--- src/rtl/load_unit_pkg.sv ---
// Shared load/store definitions: funct3 decode, access-size enum and the memory FSM state type.
// The store unit imports the same types.
package load_unit_pkg;

  typedef enum logic [1:0] {
    SZ_BYTE  = 2'd0,
    SZ_HALF  = 2'd1,
    SZ_WORD  = 2'd2,
    SZ_DWORD = 2'd3
  } ld_size_e;

  typedef enum logic [1:0] {
    ST_IDLE,
    ST_ADDR,
    ST_DATA,
    ST_DONE
  } lsu_state_e;

  typedef struct packed {
    ld_size_e size;
    logic     is_unsigned;
    logic     illegal;
  } ld_decode_t;

  localparam logic [1:0] AXI_RESP_OKAY    = 2'b00;
  localparam logic [2:0] AXI_PROT_DEFAULT = 3'b000;

  function automatic ld_decode_t decode_funct3(input logic [2:0] f3);
    ld_decode_t d;
    d.size        = ld_size_e'(f3[1:0]);
    d.is_unsigned = f3[2];
    d.illegal     = (f3 == 3'b111);
    return d;
  endfunction

  // Aligned 32-bit words touched by an access starting at byte offset off.
  function automatic logic [1:0] word_count(input logic [1:0] off, input ld_size_e size);
    logic [3:0] span;
    span = {2'b00, off} + (4'd1 << size);
    return 2'((span + 4'd3) >> 2);
  endfunction

endpackage

--- src/rtl/load_unit_extend.sv ---
// Combinational byte alignment of the gathered beats: shift by the byte offset,
// truncate to the access size, then sign- or zero-extend to XLEN.
module load_extend
  import load_unit_pkg::*;
#(
  parameter int XLEN = 64
) (
  input  logic [95:0]     beat_buf,
  input  logic [1:0]      byte_off,
  input  ld_size_e        size,
  input  logic            is_unsigned,
  output logic [XLEN-1:0] data
);

  logic [63:0] shifted;
  logic [63:0] mask;
  logic [63:0] val;
  logic        sign;

  always_comb begin
    shifted = 64'(beat_buf >> {byte_off, 3'b000});
    mask    = '1;
    sign    = 1'b0;
    unique case (size)
      SZ_BYTE:  begin mask = 64'h0000_0000_0000_00FF; sign = shifted[7];  end
      SZ_HALF:  begin mask = 64'h0000_0000_0000_FFFF; sign = shifted[15]; end
      SZ_WORD:  begin mask = 64'h0000_0000_FFFF_FFFF; sign = shifted[31]; end
      default:  begin mask = '1;                      sign = shifted[63]; end
    endcase
    if (is_unsigned) sign = 1'b0;
    val  = (shifted & mask) | ({64{sign}} & ~mask);
    data = XLEN'($signed(val));
  end

endmodule

--- src/rtl/load_unit.sv ---
// RISC-V load unit: issues one AXI4-lite read per aligned word touched by the access
// (1..3 words, misaligned supported) and returns the extended result as a one-cycle pulse.
module load_unit
  import load_unit_pkg::*;
#(
  parameter int XLEN = 64
) (
  input  logic            clk,
  input  logic            rst,
  input  logic            req_valid,
  output logic            req_ready,
  input  logic [XLEN-1:0] req_addr,
  input  logic [2:0]      req_funct3,
  input  logic [4:0]      req_rd,
  output logic [31:0]     araddr,
  output logic            arvalid,
  input  logic            arready,
  output logic [2:0]      arprot,
  input  logic [31:0]     rdata,
  input  logic [1:0]      rresp,
  input  logic            rvalid,
  output logic            rready,
  output logic            resp_valid,
  output logic [XLEN-1:0] resp_data,
  output logic [4:0]      resp_rd,
  output logic            resp_fault
);

  lsu_state_e      state_q, state_d;
  logic [31:0]     araddr_q, araddr_d;
  logic [1:0]      beat_q, beat_d;
  logic [1:0]      nwords_q, nwords_d;
  logic [1:0]      off_q, off_d;
  ld_size_e        size_q, size_d;
  logic            uns_q, uns_d;
  logic [4:0]      rd_q, rd_d;
  logic            fault_q, fault_d;
  logic [95:0]     buf_q, buf_d;
  logic [XLEN-1:0] resp_data_q, resp_data_d;
  logic [4:0]      resp_rd_q, resp_rd_d;
  logic            resp_fault_q, resp_fault_d;

  logic [XLEN-1:0] ext_data;
  ld_decode_t      req_dec;
  logic            beat_fire;
  logic            beat_err;
  logic            last_beat;

  assign req_dec   = decode_funct3(req_funct3);
  assign beat_fire = (state_q == ST_DATA) && rvalid;
  assign beat_err  = (rresp != AXI_RESP_OKAY);
  assign last_beat = (beat_q == nwords_q - 2'd1);

  // Beat merge kept apart from the FSM so the extender sees the final beat in the same cycle.
  always_comb begin
    buf_d = buf_q;
    if ((state_q == ST_IDLE) && req_valid) begin
      buf_d = '0;
    end else if (beat_fire) begin
      case (beat_q)
        2'd0:    buf_d[31:0]  = rdata;
        2'd1:    buf_d[63:32] = rdata;
        default: buf_d[95:64] = rdata;
      endcase
    end
  end

  load_extend #(.XLEN(XLEN)) u_extend (
    .beat_buf    (buf_d),
    .byte_off    (off_q),
    .size        (size_q),
    .is_unsigned (uns_q),
    .data        (ext_data)
  );

  always_comb begin
    state_d      = state_q;
    araddr_d     = araddr_q;
    beat_d       = beat_q;
    nwords_d     = nwords_q;
    off_d        = off_q;
    size_d       = size_q;
    uns_d        = uns_q;
    rd_d         = rd_q;
    fault_d      = fault_q;
    resp_data_d  = resp_data_q;
    resp_rd_d    = resp_rd_q;
    resp_fault_d = resp_fault_q;
    unique case (state_q)
      ST_IDLE: begin
        if (req_valid) begin
          rd_d    = req_rd;
          off_d   = req_addr[1:0];
          size_d  = req_dec.size;
          uns_d   = req_dec.is_unsigned;
          beat_d  = 2'd0;
          fault_d = 1'b0;
          if (req_dec.illegal) begin
            state_d      = ST_DONE;
            resp_rd_d    = req_rd;
            resp_fault_d = 1'b1;
            resp_data_d  = '0;
          end else begin
            nwords_d = word_count(req_addr[1:0], req_dec.size);
            araddr_d = {req_addr[31:2], 2'b00};
            state_d  = ST_ADDR;
          end
        end
      end
      ST_ADDR: begin
        if (arready) state_d = ST_DATA;
      end
      ST_DATA: begin
        if (rvalid) begin
          // Errors are sticky; remaining beats are still fetched to keep the bus in step.
          fault_d = fault_q | beat_err;
          if (last_beat) begin
            state_d      = ST_DONE;
            resp_rd_d    = rd_q;
            resp_fault_d = fault_d;
            resp_data_d  = fault_d ? '0 : ext_data;
          end else begin
            beat_d   = beat_q + 2'd1;
            araddr_d = araddr_q + 32'd4;
            state_d  = ST_ADDR;
          end
        end
      end
      ST_DONE: state_d = ST_IDLE;
      default: state_d = ST_IDLE;
    endcase
  end

  always_ff @(posedge clk or negedge rst) begin
    if (!rst) begin
      state_q      <= ST_IDLE;
      araddr_q     <= '0;
      beat_q       <= '0;
      nwords_q     <= '0;
      off_q        <= '0;
      size_q       <= SZ_BYTE;
      uns_q        <= 1'b0;
      rd_q         <= '0;
      fault_q      <= 1'b0;
      buf_q        <= '0;
      resp_data_q  <= '0;
      resp_rd_q    <= '0;
      resp_fault_q <= 1'b0;
    end else begin
      state_q      <= state_d;
      araddr_q     <= araddr_d;
      beat_q       <= beat_d;
      nwords_q     <= nwords_d;
      off_q        <= off_d;
      size_q       <= size_d;
      uns_q        <= uns_d;
      rd_q         <= rd_d;
      fault_q      <= fault_d;
      buf_q        <= buf_d;
      resp_data_q  <= resp_data_d;
      resp_rd_q    <= resp_rd_d;
      resp_fault_q <= resp_fault_d;
    end
  end

  assign req_ready  = (state_q == ST_IDLE);
  assign arvalid    = (state_q == ST_ADDR);
  assign rready     = (state_q == ST_DATA);
  assign resp_valid = (state_q == ST_DONE);
  assign araddr     = araddr_q;
  assign arprot     = AXI_PROT_DEFAULT;
  assign resp_data  = resp_data_q;
  assign resp_rd    = resp_rd_q;
  assign resp_fault = resp_fault_q;

  // The AXI address is 32 bits; upper effective-address bits do not reach the bus.
  generate
    if (XLEN > 32) begin : g_addr_hi
      logic unused_addr_hi;
      assign unused_addr_hi = ^req_addr[XLEN-1:32];
    end
  endgenerate

endmodule

--- config.mk ---
export PLATFORM = sky130hd
export DESIGN_NAME = load_unit
export DESIGN_NICKNAME = d
export VERILOG_FILES = /design/src/rtl/load_unit_pkg.sv /design/src/rtl/load_unit_extend.sv /design/src/rtl/load_unit.sv
export SDC_FILE = /design/constraint.sdc
export NUM_CORES = 1
export LEC_CHECK = 0
export ABC_AREA = 1
export CAP_MARGIN = 30
export CORE_MARGIN = 1.5
export CORE_UTILIZATION = 50
export CTS_BUF_LIST = sky130_fd_sc_hd__clkbuf_4
export DETAILED_ROUTE_END_ITERATION = 7
export GPL_TIMING_DRIVEN = 0
export PLACE_DENSITY = 0.77
export SYNTH_ARGS = -nofsm -noshare
export SYNTH_HDL_FRONTEND = slang
export SYNTH_SLANG_ARGS = --single-unit
--- constraint.sdc ---
create_clock -name clk -period 4.71 [get_ports clk]
set_input_delay 1.413 -clock clk [delete_from_list [all_inputs] [get_ports clk]]
set_output_delay 1.413 -clock clk [all_outputs]
set_load 0.01 [all_outputs]
==> results of run 1 <==
## per-stage QoR
step	instances	total power [mW]	TNS (ps)	setup slack (ps)	util [%]
floorplan	1679	5.36	0	1990	-
finish	2267	8.83	0	319	64.2
CTS	2264	8.73	0	364	64.2
global route	2266	9.41	0	268	64.2
global placement	2174	7.07	-1351100	-6610	61.2
detailed placement	2175	7.15	0	717	61.3
## power groups by stage
stage	Combinational (mW)	Sequential, mW	Clock [mW]
finish	4.65	2.61	1.57
global route	5.06	2.66	1.69
CTS	4.55	2.59	1.58
detailed placement	4.53	2.61	0
global placement	4.46	2.61	0
floorplan	2.73	2.63	0
## worst min-delay path, stage by stage, from the launching register on
cell and delay, ps:
dfrtp_1 340, nand2_1 60, nand2_1 50
## cells in the mapped netlist (2+ instances only)
cell type	count
nand2_1	594
dfrtp_1	205
inv_1	184
nand3_1	149
o21ai_0	102
nor2_1	85
a21oi_1	69
clkbuf_1	39
or2_2	33
buf_2	26
nand4_1	24
buf_1	18
buf_4	18
o211ai_1	16
xor2_1	15
o22ai_1	14
nor3_1	13
o21ai_1	9
a21oi_2	7
and3_1	7
a31oi_1	6
nand2_2	6
a22oi_1	4
ha_1	4
xnor2_1	4
nor2_2	3
inv_2	2
nand3b_1	2
nor4_1	2
o31ai_1	2
## state kept, by name, summed over array words and instances (netlist names)
name	flops
buf_q	88
nwords_q	2
araddr	30
size_q	2
state_q	2
off_q	2
resp_data	64
fault_q	1
beat_q	2
uns_q	1
resp_rd	5
resp_fault	1
rd_q	5
## per-layer routing
| metal | up-vias | GRT usage (%) |
|---|---|---|
| li1 | 5823 | - |
| met1 | 5803 | 47.8 |
| met2 | 704 | 52.5 |
| met3 | 117 | 9.69 |
| met4 | 0 | 14.6 |
| met5 | - | 0 |
## kinds of logic (layout without fill, tap and decap cells)
family	Yosys count	count (layout)	share of synthesized area, %
and+or+nand+nor	924	924	33.2
AOI/OAI and AO/OA	233	233	10.9
xor gates and xnor gates	19	19	1.42
buffers and inverters	288	560	10.1
other	1	8	0.0319
DFF	205	205	43.7
adders and majority gates	5	5	0.596
## cell type report
type / count / area (µm²)
Inverter: 186 / 698
Timing Repair Buffer: 183 / 1850
Clock inverter: 10 / 65.1
Antenna cell: 3 / 7.51
Sequential cell: 205 / 5130
Tap cell: 313 / 392
Fill cell: 2164 / 8170
Clock buffer: 79 / 593
Buffer: 102 / 490
Multi-Input combinational cell: 1186 / 5450
## path summary, 6_finish.rpt
kind,slack [ps],end,startpoint,depth (start not counted)
setup / recovery,320,rready,state_q[0]$_DFFE_PN0P_,6
hold / removal,480,resp_data[61]$_DFFE_PN0P_,resp_data[61]$_DFFE_PN0P_,2
setup reg to reg,1700,resp_data[25]$_DFFE_PN0P_,beat_q[1]$_DFFE_PN0P_,13
hold reg to reg,480,resp_data[61]$_DFFE_PN0P_,resp_data[61]$_DFFE_PN0P_,2
max in group asynchronous,2970,resp_data[4]$_DFFE_PN0P_,rst,2
min in group asynchronous,750,beat_q[1]$_DFFE_PN0P_,rst,1
==> out/results.txt, run 1 <==
status: complete, no violations
die width: 156 µm
ys flop type: dfrtp_1
synth top area cells: dfrtp_1, nand2_1, nand3_1
clock slew at reported path FFs: 60 ps
CTS max path bufs: 3
clk_lat worst skew: 700 ps
Netlist cell types: 43
maxcap violations: 0
YS warnings: 0
cts repair resizes: 0
Syn Inst Count: 1675
total grt overflow: 0
Initial Util: 51.4%
Final Wtd Congestion: 0.987
Final min period: 4390 ps
Arr. time, crit path: 2980 ps
Psw: 4.20 mW
DR pass1 iterations: 8
overall routed net length: 42100 µm
final number of max-transition violations: 0
DRT iter0 DRCs: 1345
row cnt: 55
Logic pwr share: 52.6%
Met3 Routed Length: 5080 µm
CP startpoint kind: flip-flop
Clk pwr share: 17.8%
Pleak: 7.84 nW
IO Port Bufs: 182
CTS root buf: clkbuf_4
Post CTS Setup Buffer Count: 0
drt wl/cell: 18.5 µm
Core ar.: 0.0228 mm²
Vias/cell: 5.49
initial antenna violation count: 1
# IOs: 220
pin count of the biggest net entering global routing: 105
skew final: 19.8 ps
wire length on met2: 18100 µm
final antenna-violating net count: 0
ys async rst share: 100%
top cell type's share of synthesized area: 43.7%
Hold WS: 480 ps
CP delay by family, top: buffers and inverters
commonest non-fill, non-tap cells in the layout: nand2_1, dfrtp_1, inv_1, clkdlybuf4s50_1, nand3_1
sequential fraction of the synthesis area: 43.7%
CP dominant cell by count: inv_1
CTS buffer count: 54
hpwl dp: 31700 µm
critical path's largest stage delay: 660 ps
commonest non-fill, non-tap cell in the layout: nand2_1
Hold Crit Class: flip-flop to flip-flop
H-tree depth: 2
# DRC: 0
Vias: 12.4k
cell area after synthesis: 0.0118 mm²
critical path endpoint category: primary output
register bit count reported by yosys: 205
final hold vios: 0
Tcrit/Tclk final: 93.2%
Net Sw Frac: 47.5%
fin nets: 2034
Setup CP Type: flip-flop to primary output
global-route wire length before repair: 65000 µm
pwr/cell area: 602 mW/mm²
Required @ worst endpoint: 3300 ps
Worst-Margin Slew: 845 ps
Area Growth Syn to Fin: 24.9%
critical path's slowest cell: clkdlybuf4s50_1
GRT Overall Usage: 35.0%
dpl cell area: 0.0140 mm²
uppermost layer routed: met4
Post-synth EDFFs: 0
crit-path max FO: 10
Sequential Power Share: 29.5%
Die Area: 0.0244 mm²
die boundary height: 156 µm
RSZ-0062 raised after global routing: no
Peak Freq: 228 MHz
post-synthesis cell type with the largest combined area: dfrtp_1
M1 wire length: 17300 µm
Mapped Avg Cell Area: 7.02 µm²
CTS tree: yes
# clock sinks: 205
layout cells sized above 1: 9.43%
vias in the first global route: 12.0k
Pint: 4.64 mW
worst path cell trace: inv_1, nand2_2, inv_1, buf_2, clkbuf_1, clkdlybuf4s50_1
Rel. slew slack: 43.7%
cell area after layout: 0.0147 mm²
setup violators final: 0
peak supply drop: 0.000387 V
Hold-fix buffers, CTS: 0
CP Buf/Inv Count: 5
Note: power is estimated with default switching activity, not from simulation.
==> inputs of run 2 (changes only) <==
--- a/config.mk
+++ b/config.mk
@@ -6,6 +6,7 @@
 export NUM_CORES = 1
 export LEC_CHECK = 0
 export ABC_AREA = 1
+export ABC_CLOCK_PERIOD_IN_PS = 4710
 export CAP_MARGIN = 30
 export CORE_MARGIN = 1.5
 export CORE_UTILIZATION = 50
==> results of run 2 <==
No change in the layout: final DEF, timing and power equal those of run 1.
==> inputs of run 3 (changes only) <==
--- a/config.mk
+++ b/config.mk
@@ -13,6 +13,7 @@
 export CTS_BUF_LIST = sky130_fd_sc_hd__clkbuf_4
 export DETAILED_ROUTE_END_ITERATION = 7
 export GPL_TIMING_DRIVEN = 0
+export MAX_ROUTING_LAYER = met4
 export PLACE_DENSITY = 0.77
 export SYNTH_ARGS = -nofsm -noshare
 export SYNTH_HDL_FRONTEND = slang
==> run 3 against run 2 <==
  * Combinational power is essentially flat
  * Sequential share of layout area shrank 0.13 points
  * Sequential cell count unchanged
  * Fmax fell by 0.20%
  * Critical endpoint unchanged
  * Clock-buffer cell count increased by 5
  * Power increased by 0.43%
==> out/results.txt, run 3 (synthesis results as in run 1) <==
Rel. slew slack: 46.5%
CTS max path bufs: 3
Post CTS Setup Buffer Count: 0
Psw: 4.24 mW
CTS root buf: clkbuf_4
fin nets: 2036
H-tree depth: 2
setup violators final: 0
hpwl dp: 33100 µm
Vias/cell: 5.45
peak supply drop: 0.000382 V
area occupied by registers: 0.00513 mm²
Layout Cells excl Fill: 2276
total grt overflow: 0
# IOs: 220
Sequential Power Share: 29.4%
layout cells sized above 1: 9.64%
Arr. time, crit path: 2990 ps
CTS tree: yes
GRT Overall Usage: 37.2%
Hold WS: 479 ps
initial antenna violation count: 1
Worst-Margin Slew: 803 ps
Logic pwr share: 52.7%
clock slew at reported path FFs: 70 ps
Initial Util: 51.4%
Place WS: 761 ps
pin count of the biggest net entering global routing: 78
die width: 156 µm
CP startpoint kind: flip-flop
cell count after placement: 2176
Fillers: 2156
Final min period: 4400 ps
Final Wtd Congestion: 1.02
skew final: 49.1 ps
vias in the first global route: 12.1k
fin worst setup slack: 310 ps
final hold vios: 0
Required @ worst endpoint: 3300 ps
CTS buffer count: 55
die boundary height: 156 µm
Pint: 4.63 mW
Clk pwr share: 17.9%
Pleak: 7.87 nW
Reg with most FFs: buf_q
Tcrit/Tclk final: 93.4%
Setup CP Type: flip-flop to primary output
Hold Crit Class: flip-flop to flip-flop
DR pass1 iterations: 6
Die Area: 0.0244 mm²
Area Growth Syn to Fin: 25.4%
Peak Freq: 227 MHz
max reg flops: 88
RSZ-0062 raised after global routing: no
overall routed net length: 43300 µm
setup TNS: 0 ps
DRT iter0 DRCs: 1195
commonest non-fill, non-tap cell in the layout: nand2_1
crit-path max FO: 10
commonest non-fill, non-tap cells in the layout: nand2_1, dfrtp_1, inv_1, clkdlybuf4s50_1, nand3_1
Core ar.: 0.0228 mm²
Vias: 12.4k
# clock sinks: 205
footprint of the multi-input gates: 0.00545 mm²
clk_lat worst skew: 710 ps
cts repair resizes: 0
Hold-fix buffers, CTS: 0
final core occ: 64.5%
maxcap violations: 0
Net Sw Frac: 47.8%
row cnt: 55
critical path endpoint category: primary output
final antenna-violating net count: 0
final number of max-transition violations: 0
IO Port Bufs: 182
drt wl/cell: 19.0 µm
status: complete, no violations
pwr/cell area: 602 mW/mm²
# DRC: 0
global-route wire length before repair: 66800 µm
==> run 3: changes by cell type in the layout (fill, tap and decap cells not counted) <==
cell and change:
diode_2 -1, inv_2 -2, buf_16 +1, clkinv_1 +5, bufinv_16 -1, clkinv_2 +2, clkbuf_4 +5
==> run 3: path summary, 6_finish.rpt <==
check,from,to,slack [ps],depth (start not counted)
max,state_q[0]$_DFFE_PN0P_,rready,310,6
min,resp_data[49]$_DFFE_PN0P_,resp_data[49]$_DFFE_PN0P_,480,2
max reg2reg,beat_q[1]$_DFFE_PN0P_,resp_data[25]$_DFFE_PN0P_,1910,13
min reg2reg,resp_data[49]$_DFFE_PN0P_,resp_data[49]$_DFFE_PN0P_,480,2
max in group asynchronous,rst,resp_fault$_DFFE_PN0P_,3310,2
min in group asynchronous,rst,nwords_q[0]$_DFFE_PN0P_,660,1
==> run 3: final cells by class <==
cell class                 instances  share of cell area [%]
clock inverter                    14                   0.382
clock buffer                      84                    4.28
inverter                         186                    4.74
timing repair buffer             184                    12.8
antenna                            2                  0.0340
multi-input combinational       1186                    37.0
buffer                           102                    3.33
sequential                       205                    34.8
tap                              313                    2.66
==> run 3: routing by layer <==
metal	part of all wire, %	wire, µm	track usage [%]	up-vias
met1	42	18000	48.6	5815
li1	-	-	-	5832
met4	4.2	1820	15.1	0
met5	0	0	-	-
met2	43	18700	54.6	636
met3	11	4690	10.4	112
==> run 3: power by group through the flow <==
stage / Combinational [mW] / Sequential, mW / Clock, mW
6_report: 4.67 / 2.61 / 1.59
3_3_place_gp: 4.49 / 2.61 / 0
4_1_cts: 4.58 / 2.59 / 1.60
5_1_grt: 5.11 / 2.66 / 1.68
3_5_place_dp: 4.56 / 2.62 / 0
2_1_floorplan: 2.73 / 2.63 / 0
==> run 3: critical path: stages (launching register included) <==
cell	delay, ps
dfrtp_1	420
inv_1	120
nand2_2	190
inv_1	150
buf_2	290
clkbuf_1	490
clkdlybuf4s50_1	650
==> run 3: per-stage QoR <==
step | instance area (µm²) | total power, mW
3_3_place_gp | 14000 | 7.11
5_1_grt | 14700 | 9.44
4_1_cts | 14700 | 8.77
2_1_floorplan | 11800 | 5.36
3_5_place_dp | 14000 | 7.18
6_report | 14700 | 8.87
==> RTL change, RTL diff (settings of run 3) <==
`XLEN` is set to 64 in 2 places; all go to 56.
--- a/src/rtl/load_unit_extend.sv
+++ b/src/rtl/load_unit_extend.sv
@@ -3,7 +3,7 @@
 module load_extend
   import load_unit_pkg::*;
 #(
-  parameter int XLEN = 64
+  parameter int XLEN = 56
 ) (
   input  logic [95:0]     beat_buf,
   input  logic [1:0]      byte_off,
--- a/src/rtl/load_unit.sv
+++ b/src/rtl/load_unit.sv
@@ -3,7 +3,7 @@
 module load_unit
   import load_unit_pkg::*;
 #(
-  parameter int XLEN = 64
+  parameter int XLEN = 56
 ) (
   input  logic            clk,
   input  logic            rst,
Interface: changed (resized req_addr and resp_data); port bits go from 220 to 204. No check against the original RTL was run, so the function may have changed too.
==> RTL change against run 3 <==
  * Area after synthesis shrank 7.7%
  * Largest power group unchanged
  * Utilization decreased by 1.8 points
  * Maximum frequency is 2.5% higher
  * Wire length shrank 9.2%
  * Setup slack improved by 0.11 ns
  * Sequential cell count down 15
  * Combinational power shrank 0.9%
  * Die area shrank 7.6%
  * Cell area shrank 10%
  * Sequential share of layout area grew 1.0 points
  * Critical path type unchanged
  * Total power is 9.0% lower
==> RTL change: results (changes against run 3) <==
Place
  • Placed Cells: 1973 (was 2176)
  • GP Congestion: 0.994 (was 1.02)
  • HPWL after DPL: 30500 µm (was 33100 µm)
  • Port Buffers: 174 (was 182)
  • DP Area: 13000 µm² (was 14000 µm²)
  • Setup slack at placement: 0.855 ns (was 0.761 ns)

CTS
  • Setup repair bufs after CTS: 0 (unchanged)
  • H-tree depth: 4 (was 2)
  • Longest Clk Path Bufs: 2 (was 3)
  • Worst skew pair latency: 0.63 ns (was 0.71 ns)
  • Number of CTS-inserted buffers: 17 (was 55)
  • CTS clk-pin slew, worst paths: 0.18 ns (was 0.07 ns)

Synthesis
  • Average size of a mapped cell: 7.14 µm² (was 7.02 µm²)
  • Synth area leaders: dfrtp_1 44%, nand2_1 18%, nand3_1 6.2%, inv_1 5.7%, a21oi_1 4.6% (was dfrtp_1 44%, nand2_1 19%, nand3_1 6.3%, inv_1 5.9%, o21ai_0 4.3%)
  • Predominant post-synthesis flop cell: dfrtp_1 (unchanged)
  • Seq/Total Area, Yosys: 0.438 (was 0.437)
  • Post-synth top cells: 506 x nand2_1, 190 x dfrtp_1, 166 x inv_1 (was 594 x nand2_1, 205 x dfrtp_1, 184 x inv_1)
  • Distinct cells, synth: 39 (was 43)
  • Async set or reset register ratio after synthesis: 1.00 (unchanged)

Routing
  • WL/cell: 19.6 µm (was 19.0 µm)
  • Vias per Instance: 5.50 (was 5.45)
  • Starting DRT DRC Count: 1091 (was 1195)
  • Vias: 11.0k (was 12.4k)

Timing
  • Final count of pins violating max slew: 0 (unchanged)
  • Slew HR: 0.501 (was 0.465)
  • Final Hold Violating Endpoints: 0 (unchanged)
  • Worst clock skew: 0.0358 ns (was 0.0491 ns)

Critical path
  • Slowest library cell on the worst path: clkdlybuf4s50_1 (unchanged)
  • Top Family by Delay on Critical Path: buffers and inverters (unchanged)
  • CP arrival: 2.88 ns (was 2.99 ns)
  • Biggest cell delay along the critical path: 0.68 ns (was 0.65 ns)

Global routing
  • Initial antenna violation count: 1 (unchanged)
  • Global-route wire length before repair: 58800 µm (was 66800 µm)
  • Largest net degree at the start of global routing: 97 (was 78)
  • Vias in the first global route: 10.2k (was 12.1k)
  • Gr usage total: 0.362 (was 0.372)

Power
  • Maximum VDD drop: 0.339 mV (was 0.382 mV)
  • Internal: 4010 µW (was 4630 µW)
  • P_leak: 0.00684 µW (was 0.00787 µW)
  • Gate power share: 0.573 (was 0.527)
  • Seq group: 2530 µW (was 2610 µW)

Finish
  • Share of cells above drive strength 1: 0.0775 (was 0.0964)
  • Biggest register: buf_q (unchanged)
  • Nets: 1825 (was 2036)
  • Max reg flops: 81 (was 88)

Outcome
  • Status: complete, no violations (unchanged)
-- RTL change: cell type report --
cell class | count | area (µm²)
multi-input cells | 1071 | 4990
plain buffers | 93 | 477
repair buffers | 175 | 1770
inverters | 169 | 634
clock inverters | 13 | 135
flip-flops and latches | 190 | 4750
fillers | 1950 | 7900
well taps | 275 | 344
clock buffers | 19 | 143
diodes | 1 | 2.50
-- RTL change: stage by stage --
step	utilization	total power, µW	setup TNS (ns)
final	0.627	8070	0
after global routing	0.627	8580	0
after CTS	0.627	7970	0
after floorplan	-	5250	0
after detailed placement	0.613	7060	0
after global placement	0.612	7000	-1085.22
-- RTL change: kinds of logic after synthesis --
family / share of synthesized area
AOI/OAI and AO/OA: 0.133
xor gates and xnor gates: 0.0129
adders and majority gates: 0.00646
buffers and inverters: 0.102
DFF: 0.438
other: 0.000346
and+or+nand+nor: 0.306
-- RTL change: path summary, 6_finish.rpt --
path / startpoint / to / slack [ns]
max: state_q[0]$_DFFE_PN0P_ / rready / 0.42
min: resp_data[54]$_DFFE_PN0P_ / resp_data[54]$_DFFE_PN0P_ / 0.50
max reg2reg: beat_q[0]$_DFFE_PN0P_ / resp_data[25]$_DFFE_PN0P_ / 1.97
min reg2reg: resp_data[54]$_DFFE_PN0P_ / resp_data[54]$_DFFE_PN0P_ / 0.50
max in group asynchronous: rst / araddr[14]$_DFFE_PN0P_ / 3.00
min in group asynchronous: rst / beat_q[0]$_DFFE_PN0P_ / 0.75
-- RTL change: worst min-delay path: cells and delay by family, from the launching register on --
kind,cells,cell delay (ns)
flip-flops,1,0.37
AND/OR/NAND/NOR,2,0.11
-- RTL change: per-layer routing --
layer	track usage	wire (µm)	share of wire
met2	0.519	16900	0.43
met1	0.530	17900	0.45
met4	0.107	1090	0.028
met5	-	0	0
met3	0.0518	3420	0.087
